===== src/rtl/spi_slave_param_if.sv =====
// Purpose : Bundles the SPI pins and parallel TX/RX handshake of spi_slave_param.
// Ports   : sck, sl_se (active low), s_MOSI, s_MISO   - SPI pins
//           mode[1:0] = {CPOL,CPHA}                   - transfer mode
//           tx_data/tx_valid/tx_ready                 - TX holding buffer write
//           rx_data/rx_valid                          - received word + strobe
//           tx_underrun, busy                         - status
// Modports: slave (the SPI slave core), master (master pins + host logic).
interface spi_slave_param_if #(
  parameter int DATA_W = 8
);
  logic              sck;
  logic              sl_se;
  logic              s_MOSI;
  logic              s_MISO;
  logic [1:0]        mode;
  logic [DATA_W-1:0] tx_data;
  logic              tx_valid;
  logic              tx_ready;
  logic [DATA_W-1:0] rx_data;
  logic              rx_valid;
  logic              tx_underrun;
  logic              busy;

  modport slave (
    input  sck, sl_se, s_MOSI, mode, tx_data, tx_valid,
    output s_MISO, tx_ready, rx_data, rx_valid, tx_underrun, busy
  );

  modport master (
    output sck, sl_se, s_MOSI, mode, tx_data, tx_valid,
    input  s_MISO, tx_ready, rx_data, rx_valid, tx_underrun, busy
  );
endinterface


===== src/rtl/spi_slave_param.sv =====
// Purpose : Parametrised SPI slave supporting all four CPOL/CPHA modes, DATA_W-bit
//           words and back-to-back multi-word bursts. SPI pins are synchronised into
//           the clk domain and edge-detected; clk must run >= 8x the sck frequency.
// Ports   : clk  - system clock
//           rst  - asynchronous, active-high reset
//           bus  - spi_slave_param_if.slave (SPI pins, mode, TX buffer, RX strobe,
//                  tx_underrun, busy)
// Params  : DATA_W (>=2), SYNC_STAGES (>=2), TX_IDLE (word sent on TX underrun)
// Config  : define SPI_SLAVE_MSB_FIRST_EN for MSB-first shifting; default is LSB first.
module spi_slave_param #(
  parameter int                DATA_W      = 8,
  parameter int                SYNC_STAGES = 2,
  parameter logic [DATA_W-1:0] TX_IDLE     = {(DATA_W/2){2'b10}}
) (
  input logic              clk,
  input logic              rst,
  spi_slave_param_if.slave bus
);

  localparam int CNT_W = $clog2(DATA_W);

  typedef enum logic [1:0] {
    S_IDLE,
    S_ARM,
    S_XFER
  } state_t;

  // Synchronisers and edge history
  logic [SYNC_STAGES-1:0] r_sck_sync;
  logic [SYNC_STAGES-1:0] r_sel_sync;
  logic [SYNC_STAGES-1:0] r_mosi_sync;
  logic                   r_sck_d;
  logic                   r_sel_d;

  // Core state
  state_t            r_state;
  logic [1:0]        r_mode;
  logic [CNT_W-1:0]  r_bcnt;
  logic [DATA_W-1:0] r_tx_sr;
  logic [DATA_W-1:0] r_rx_sr;
  logic [DATA_W-1:0] r_buf;
  logic              r_buf_full;
  logic [DATA_W-1:0] r_rx_data;
  logic              r_rx_valid;
  logic              r_tx_underrun;
  logic              r_busy;

  logic              w_sck;
  logic              w_sel_n;
  logic              w_mosi;
  logic              w_rise;
  logic              w_fall;
  logic              w_lead;
  logic              w_trail;
  logic              w_sample;
  logic              w_drive;
  logic              w_sel_fall;
  logic              w_load;
  logic              w_wr;
  logic [DATA_W-1:0] w_rx_next;
  logic [DATA_W-1:0] w_tx_next;
  logic              w_tx_bit;

  // Select sync resets to deselected so a low pin right after reset still
  // produces a 1->0 select event.
  always_ff @(posedge clk or posedge rst) begin
    if (rst) begin
      r_sck_sync  <= '0;
      r_sel_sync  <= '1;
      r_mosi_sync <= '0;
      r_sck_d     <= 1'b0;
      r_sel_d     <= 1'b1;
    end else begin
      r_sck_sync  <= {r_sck_sync[SYNC_STAGES-2:0], bus.sck};
      r_sel_sync  <= {r_sel_sync[SYNC_STAGES-2:0], bus.sl_se};
      r_mosi_sync <= {r_mosi_sync[SYNC_STAGES-2:0], bus.s_MOSI};
      r_sck_d     <= w_sck;
      r_sel_d     <= w_sel_n;
    end
  end

  assign w_sck      = r_sck_sync[SYNC_STAGES-1];
  assign w_sel_n    = r_sel_sync[SYNC_STAGES-1];
  assign w_mosi     = r_mosi_sync[SYNC_STAGES-1];
  assign w_rise     = w_sck & ~r_sck_d;
  assign w_fall     = ~w_sck & r_sck_d;
  assign w_sel_fall = r_sel_d & ~w_sel_n;

  // Edge roles follow the mode latched at ARM, not the live mode input.
  assign w_lead   = r_mode[1] ? w_fall : w_rise;
  assign w_trail  = r_mode[1] ? w_rise : w_fall;
  assign w_sample = r_mode[0] ? w_trail : w_lead;
  assign w_drive  = r_mode[0] ? w_lead  : w_trail;

  // ARM preloads for CPHA=0 using the mode being latched in that same cycle.
  assign w_load = ~w_sel_n &
                  (((r_state == S_ARM) & ~bus.mode[0]) |
                   ((r_state == S_XFER) & w_drive & (r_bcnt == '0)));
  assign w_wr   = bus.tx_valid & ~r_buf_full;

`ifdef SPI_SLAVE_MSB_FIRST_EN
  assign w_rx_next = {r_rx_sr[DATA_W-2:0], w_mosi};
  assign w_tx_next = {r_tx_sr[DATA_W-2:0], 1'b0};
  assign w_tx_bit  = r_tx_sr[DATA_W-1];
`else
  assign w_rx_next = {w_mosi, r_rx_sr[DATA_W-1:1]};
  assign w_tx_next = {1'b0, r_tx_sr[DATA_W-1:1]};
  assign w_tx_bit  = r_tx_sr[0];
`endif

  always_ff @(posedge clk or posedge rst) begin
    if (rst) begin
      r_state       <= S_IDLE;
      r_mode        <= '0;
      r_bcnt        <= '0;
      r_tx_sr       <= '0;
      r_rx_sr       <= '0;
      r_buf         <= '0;
      r_buf_full    <= 1'b0;
      r_rx_data     <= '0;
      r_rx_valid    <= 1'b0;
      r_tx_underrun <= 1'b0;
      r_busy        <= 1'b0;
    end else begin
      r_rx_valid    <= 1'b0;
      r_tx_underrun <= 1'b0;

      // A write in the same cycle as a load refills the buffer; the load
      // itself still takes the previous content.
      if (w_wr) begin
        r_buf      <= bus.tx_data;
        r_buf_full <= 1'b1;
      end else if (w_load && r_buf_full) begin
        r_buf_full <= 1'b0;
      end

      if (w_load) begin
        if (r_buf_full) begin
          r_tx_sr <= r_buf;
        end else begin
          r_tx_sr       <= TX_IDLE;
          r_tx_underrun <= 1'b1;
        end
      end

      if (w_sel_n) begin
        r_state <= S_IDLE;
        r_busy  <= 1'b0;
        r_bcnt  <= '0;
      end else begin
        unique case (r_state)
          S_IDLE: begin
            if (w_sel_fall) begin
              r_state <= S_ARM;
              r_busy  <= 1'b1;
              r_bcnt  <= '0;
            end
          end
          S_ARM: begin
            r_mode  <= bus.mode;
            r_state <= S_XFER;
          end
          S_XFER: begin
            if (w_sample) begin
              r_rx_sr <= w_rx_next;
              if (r_bcnt == CNT_W'(DATA_W-1)) begin
                r_bcnt     <= '0;
                r_rx_data  <= w_rx_next;
                r_rx_valid <= 1'b1;
              end else begin
                r_bcnt <= r_bcnt + 1'b1;
              end
            end else if (w_drive && (r_bcnt != '0)) begin
              r_tx_sr <= w_tx_next;
            end
          end
          default: begin
            r_state <= S_IDLE;
            r_busy  <= 1'b0;
          end
        endcase
      end
    end
  end

  assign bus.s_MISO      = r_busy & w_tx_bit;
  assign bus.tx_ready    = ~r_buf_full;
  assign bus.rx_data     = r_rx_data;
  assign bus.rx_valid    = r_rx_valid;
  assign bus.tx_underrun = r_tx_underrun;
  assign bus.busy        = r_busy;

endmodule


===== src/flat_wrapper.sv =====
// flat-port wrapper written by rule: the top's interface ports become plain ports
module spi_slave_param_flat 
#(
  parameter int                DATA_W      = 8,
  parameter int                SYNC_STAGES = 2,
  parameter logic [DATA_W-1:0] TX_IDLE     = {(DATA_W/2){2'b10}}
)
  (clk, rst, bus_sck, bus_sl_se, bus_s_MOSI, bus_mode, bus_tx_data, bus_tx_valid, bus_s_MISO, bus_tx_ready, bus_rx_data, bus_rx_valid, bus_tx_underrun, bus_busy);
  spi_slave_param_if #(.DATA_W(DATA_W)) bus_i ();
  input logic clk;
  input logic rst;
  input wire logic [$bits(bus_i.sck)-1:0] bus_sck;
  input wire logic [$bits(bus_i.sl_se)-1:0] bus_sl_se;
  input wire logic [$bits(bus_i.s_MOSI)-1:0] bus_s_MOSI;
  input wire logic [$bits(bus_i.mode)-1:0] bus_mode;
  input wire logic [$bits(bus_i.tx_data)-1:0] bus_tx_data;
  input wire logic [$bits(bus_i.tx_valid)-1:0] bus_tx_valid;
  output wire logic [$bits(bus_i.s_MISO)-1:0] bus_s_MISO;
  output wire logic [$bits(bus_i.tx_ready)-1:0] bus_tx_ready;
  output wire logic [$bits(bus_i.rx_data)-1:0] bus_rx_data;
  output wire logic [$bits(bus_i.rx_valid)-1:0] bus_rx_valid;
  output wire logic [$bits(bus_i.tx_underrun)-1:0] bus_tx_underrun;
  output wire logic [$bits(bus_i.busy)-1:0] bus_busy;
  assign bus_i.sck = bus_sck;
  assign bus_i.sl_se = bus_sl_se;
  assign bus_i.s_MOSI = bus_s_MOSI;
  assign bus_i.mode = bus_mode;
  assign bus_i.tx_data = bus_tx_data;
  assign bus_i.tx_valid = bus_tx_valid;
  assign bus_s_MISO = bus_i.s_MISO;
  assign bus_tx_ready = bus_i.tx_ready;
  assign bus_rx_data = bus_i.rx_data;
  assign bus_rx_valid = bus_i.rx_valid;
  assign bus_tx_underrun = bus_i.tx_underrun;
  assign bus_busy = bus_i.busy;
  spi_slave_param #(.DATA_W(DATA_W), .SYNC_STAGES(SYNC_STAGES), .TX_IDLE(TX_IDLE)) u_core (.clk(clk), .rst(rst), .bus(bus_i));
endmodule

===== config.mk =====
export PLATFORM = sky130hd
export DESIGN_NAME = spi_slave_param_flat
export DESIGN_NICKNAME = d
export VERILOG_FILES = /design/src/rtl/spi_slave_param_if.sv /design/src/rtl/spi_slave_param.sv /design/src/flat_wrapper.sv
export SDC_FILE = /design/constraint.sdc
export NUM_CORES = 1
export LEC_CHECK = 0
export BUFFER_PORTS_ARGS = -buffer_cell sky130_fd_sc_hd__clkbuf_2
export CAP_MARGIN = 25
export CORE_MARGIN = 2
export CORE_UTILIZATION = 50
export DETAILED_ROUTE_END_ITERATION = 10
export PLACE_DENSITY = 0.71
export REMOVE_ABC_BUFFERS = 1
export SLEW_MARGIN = 0
export SYNTH_ARGS = -nofsm -noshare
export SYNTH_HDL_FRONTEND = slang
export SYNTH_SLANG_ARGS = --single-unit

===== constraint.sdc =====
create_clock -name clk -period 5.6 [get_ports clk]
set_input_delay 0.56 -clock clk [delete_from_list [all_inputs] [get_ports clk]]
set_output_delay 0.56 -clock clk [all_outputs]
set_load 0.02 [all_outputs]

==> results of run 1 <==
## per-stage QoR
step | util (%) | hold WS [ps] | area, um2
detailed placement | 57.3 | 337 | 2340
global placement | 57.3 | 337 | 2340
floorplan | - | 331 | 2140
CTS | 60.3 | 332 | 2460
global route | 60.7 | 253 | 2480
finish | 60.7 | 230 | 2480
## routing by layer
layer,part of all wire (%),routed length [um]
met2,49,1850
met1,44,1630
met3,5.2,196
met4,1.8,68
met5,0,0
## power by group
group	switching, uW	internal (uW)	leakage, uW
combinational	104	103	0.000523
clock	118	147	0.0000618
sequential	51.3	436	0.000631
## cell usage in the layout (no fill, tap or decap), types with 2 or more instances in the layout
master / instances
a21oi_1: 9
nor2b_1: 3
inv_1: 9
nand3_1: 7
mux2_2: 26
dfrtp_1: 47
o211ai_1: 3
clkbuf_8: 6
o21ai_0: 6
nor2_1: 12
dfstp_2: 3
ha_1: 6
nand2b_1: 2
a22oi_1: 2
o221ai_1: 4
mux2_4: 2
clkbuf_2: 28
nor3_1: 3
nand2_1: 14
mux2i_1: 2
## layout make-up
| type | instances | area share [%] |
|---|---|---|
| Clock buffer | 6 | 3.33 |
| Timing Repair Buffer | 29 | 6.45 |
| Tap cell | 50 | 2.52 |
| Sequential cell | 50 | 50.6 |
| Multi-Input combinational cell | 113 | 34.1 |
| Inverter | 10 | 1.51 |
| Clock inverter | 2 | 1.56 |
## final timing paths
path,slack [ps],to,startpoint
setup / recovery,3350,u_core.r_buf_full$_DFFE_PP0P_,u_core.r_state[0]$_DFFE_PP0P_
hold / removal,230,u_core.bus.rx_data[7]$_DFFE_PP0P_,rst
setup reg to reg,3350,u_core.r_buf_full$_DFFE_PP0P_,u_core.r_state[0]$_DFFE_PP0P_
hold reg to reg,360,u_core.r_sck_sync[1]$_DFF_PP0_,u_core.r_sck_sync[0]$_DFF_PP0_
max in group asynchronous,4800,u_core.r_sel_sync[0]$_DFF_PP1_,rst
min in group clk,340,u_core.r_sel_sync[0]$_DFF_PP1_,bus_sl_se
## state kept, by name, indices dropped and copies added, names as in the netlist, 2 cells and up
name / count
u_core.r_mosi_sync: 2
u_core.r_sel_sync: 2
u_core.r_sck_sync: 2
u_core.r_rx_sr: 7
u_core.r_buf: 8
u_core.r_state: 2
u_core.r_mode: 2
u_core.r_tx_sr: 8
u_core.bus.rx_data: 8
u_core.r_bcnt: 3
## kinds of logic (layout without fill, tap and decap cells)
group,Yosys count,count (layout)
AOI/OAI and AO/OA,28,28
buffers and inverters,18,47
muxes,30,30
and+or+nand+nor,48,48
xor gates and xnor gates,1,1
adders and majority gates,6,6
DFF,50,50
## worst max-delay path, cell delays in order (launching register included)
cell and delay, ps:
dfrtp_1 400, inv_1 90, ha_1 290, inv_1 170, or3_1 620, or2_1 340
a31o_2 240
## synth_stat cells
cell      instances
buf_2             1
nand2_4           1
xor2_1            1
and2b_1           1
clkbuf_1          6
ha_1              6
a21oi_1           9
or2_1             1
nand2b_1          2
or2_2             1
a22oi_1           2
buf_1             1
nor2_1           12
mux2_2           26
o221ai_1          4
o21ai_1           1
nand2_1          14
nor3b_4           1
o211ai_1          3
or3_1             1
nand3_1           7
mux2_4            2
a31o_2            1
o21ai_0           6
and2_1            1
nor2b_1           3
a21o_1            1
a41oi_1           1
mux2i_1           2
dfstp_2           3
inv_1            10
nor3_1            3
dfrtp_1          47
==> flow_summary.yaml, run 1 <==
power_and_ir_drop:
  pwr_density_cell_nw_per_um2: 387
  p_total_uw: 960
  power_leakage_uw: 0.00122
  peakVddDrop_mv: 0.284
logic_synthesis:
  yosysTopAreaCell: "dfrtp_1"
  synth_compound_area_share_pct: 8.19
  ys_ff_latch: 50
  synthCells: 181
  synth.distinct_cells: 33
  yosys.area_share.adder_pct: 3.46
  yosys-top-cells-area: "dfrtp_1 54%, mux2_2 13%, dfstp_2 3.6%, ha_1 3.5%, nand2_1 2.4%"
  yosysSeqAreaShare_pct: 57.8
  synthMuxAreaShare_pct: 15.8
  netlist_area_um2: 2170
  synth_top_family_by_area: "multiplexers"
  yosys.area_share.simple_pct: 11.1
  synth-xor-area-share_pct: 0.404
  synth_top_area_share_pct: 54.2
  syn_avg_cell_area_um2: 12.0
  yosys_warnings: 0
die:
  die_height_um: 69.9
  start_util_pct: 53.1
  die-area_um2: 4880
  pin_count: 29
  coreArea_um2: 4090
  die_w_um: 69.9
  std_cell_rows: 23
timing:
  slew-limit-headroom_pct: 53.7
  finalCritPeriodShare_pct: 40.1
  finalSetupTns_ps: 0
  worst_slack_ps: 3350
  finClkSkew_ps: 5.21
  maxSlewViolCount: 0
  worstMarginPinSlew_ps: 694
  period_needed_ps: 2250
  hold_violations: 0
  finalSetupViolations: 0
  clock.fmax_ghz: 0.445
  rsz0062_at_grt: "no"
placement:
  placed_cells: 251
  hpwl_um: 2650
  gp_congestion: 0.779
  numPortBuffers: 28
  dp_slack_ps: 3380
outcome:
  status: "completed"
layout:
  final_nets: 231
  register_area_um2: 1250
  antenna_cells: 0
  n_fill_cell: 339
  multiInputGateArea_um2: 846
  fin_cells: 260
  drive_above_1_share_pct: 34.8
  syn_to_final_growth_pct: 14.4
global_route:
  gr-total-overflow: 0
  antenna_found_initial: 0
  grt_use_met1_pct: 21.0
  met3_usage_pct: 4.18
  grt_pass1_wl_um: 6580
  grt_usage_pct: 17.0
  grt-busiest-layer: "met2"
  grt_max_degree: 51
  gr-usage-met2_pct: 28.7
  grt_pass1_vias: 1471
detailed_routing:
  wl_per_cell_um: 14.4
  ant_nets: 0
  vias: 1428
  wl_um: 3750
  drt_iter0_drc: 85
  viasPerCell: 5.49
  dr.pass1.iters: 4
  drc: 0
cts:
  clock_latency_ps: 300
  cts_resized: 0
  cts_buffers: 5
  path_clk_slew_ps: 90
  cts_root_buffer: "clkbuf_8"
  ctsHtreeMaxLevel: 2
  cts_sinks: 50
  post_cts_buffers: 0
  cts_hold_repair.buffers: 0
  clockBufferDepth: 2
  cts_tree: "built"
job:
  max-cap-violations: 0
critical_path:
  reg2regPathDepth: 6
  crit_fanout: 17
  crit_type: "reg2reg"
  crit_arrival_ps: 2440
  critPathCaptureType: "flip-flop"
  crit_path_start_kind: "flip-flop"
  crit_required_ps: 5790
hold_path:
  hold_path.class: "in2async"
(Power assumes the default switching activity.)
==> inputs of run 2 (changes only) <==
==> constraint.sdc (replaced) <==
create_clock -name clk -period 2.2 [get_ports clk]
set_input_delay 0.22 -clock clk [delete_from_list [all_inputs] [get_ports clk]]
set_output_delay 0.22 -clock clk [all_outputs]
set_load 0.02 [all_outputs]
==> flow_summary.yaml, run 2 (same netlist as run 1, synthesis figures left out) <==
detailed_routing:
  drc: 0
  drt_iter0_drc: 96
  wl_um: 3860
  vias: 1441
  ant_nets: 0
  wl_per_cell_um: 14.4
  dr.pass1.iters: 4
  viasPerCell: 5.38
global_route:
  gr-total-overflow: 0
  grt_pass1_vias: 1488
  antenna_found_initial: 0
  grt_max_degree: 26
  grt_usage_pct: 17.7
  grt_pass1_wl_um: 6870
critical_path:
  crit_path_start_kind: "flip-flop"
  crit_fanout: 9
  max_stage_delay_ps: 480
  cpLargestDelayFamily: "simple AND/OR/NAND/NOR gates"
  crit_type: "reg2reg"
  path_cells: "inv_1 -> ha_1 -> inv_1 -> or3_1 -> or2_1 -> a31o_2"
  crit_arrival_ps: 2230
  crit_required_ps: 2400
  critPathCaptureType: "flip-flop"
  path_common_cell: "inv_1"
  cpMaxStageDelayCell: "or3_1"
  worst-path-buf-inv: 2
die:
  start_util_pct: 53.1
  die_height_um: 69.9
  coreArea_um2: 4090
  die-area_um2: 4880
  die_w_um: 69.9
  pin_count: 29
  std_cell_rows: 23
power_and_ir_drop:
  pwr_density_cell_nw_per_um2: 949
  peakVddDrop_mv: 0.568
  power_leakage_uw: 0.00124
hold_path:
  hold_path.class: "in2reg"
timing:
  finalCritPeriodShare_pct: 92.2
  rsz0062_at_grt: "no"
  maxSlewViolCount: 0
  worst_slack_ps: 172
  worstMarginPinSlew_ps: 697
  period_needed_ps: 2030
  slew-limit-headroom_pct: 53.5
  hold_ws_ps: 17.7
  hold_violations: 0
  finalSetupTns_ps: 0
  finClkSkew_ps: 4.25
  clock.fmax_ghz: 0.493
  finalSetupViolations: 0
cts:
  ctsHtreeMaxLevel: 2
  cts_sinks: 50
  cts_buffers: 5
  cts_root_buffer: "clkbuf_8"
  clockBufferDepth: 2
  clock_latency_ps: 300
  path_clk_slew_ps: 90
  cts_tree: "built"
placement:
  dp_slack_ps: 160
  gp_congestion: 0.754
  hpwl_um: 2960
  numPortBuffers: 28
  placed_cells: 255
layout:
  layout.cells.most_common_list: "47 x dfrtp_1, 28 x clkbuf_2, 26 x mux2_2, 14 x nand2_1, 12 x nor2_1"
  syn_to_final_growth_pct: 16.6
  n_fill_cell: 342
  multiInputGateArea_um2: 846
  final_common_cell: "dfrtp_1"
  antenna_cells: 0
  drive_above_1_share_pct: 35.8
  fin_cells: 268
  register_area_um2: 1250
  final_nets: 239
job:
  max-cap-violations: 0
outcome:
  status: "completed"
[run 2: repair_timing]
item | in CTS | in global routing
setup buffers | 0 | 2
resized for setup | 0 | 0
hold buffers | 2 | 1
hold endpoints to repair | 21 | 1
endpoints found under the setup margin | 0 | 8
[run 2: metal layers]
layer | global-route usage [%] | part of all wire, %
met3 | 4.91 | 4.6
met2 | 28.8 | 52
met1 | 22.6 | 42
met5 | 0 | 0
met4 | 6.84 | 1.6
[run 2: final cells by class]
class | count | share of cell area, %
sequential | 50 | 49.6
multi-input combinational | 113 | 33.4
timing repair buffer | 37 | 8.51
clock buffer | 5 | 2.72
tap | 50 | 2.47
clock inverter | 3 | 1.78
inverter | 10 | 1.48
[run 2: metrics by stage]
stage	util, %	area, um2	total power, uW
finish	61.9	2530	2400
global route	61.9	2530	2570
CTS	61.3	2500	2420
detailed placement	58.0	2370	1780
global placement	58.0	2370	1750
floorplan	-	2140	1630
[run 2: final timing paths]
check	from	endpoint	slack, ps	cells after the start
max in group asynchronous	rst	u_core.bus.rx_data[2]$_DFFE_PP0P_	1130	4
min in group asynchronous	rst	u_core.r_rx_sr[6]$_DFFE_PP0P_	490	3
min	bus_sck	u_core.r_sck_sync[0]$_DFF_PP0_	20	1
min reg2reg	u_core.r_mosi_sync[0]$_DFF_PP0_	u_core.r_mosi_sync[1]$_DFF_PP0_	370	0
max	u_core.r_state[0]$_DFFE_PP0P_	u_core.r_buf_full$_DFFE_PP0P_	170	6
max reg2reg	u_core.r_state[0]$_DFFE_PP0P_	u_core.r_buf_full$_DFFE_PP0P_	170	6
[run 2: where the power goes]
group	internal (uW)	switching, uW	leakage, uW
sequential	1110	123	0.000631
clock	338	299	0.0000504
combinational	267	265	0.000555
total	1720	687	0.00124
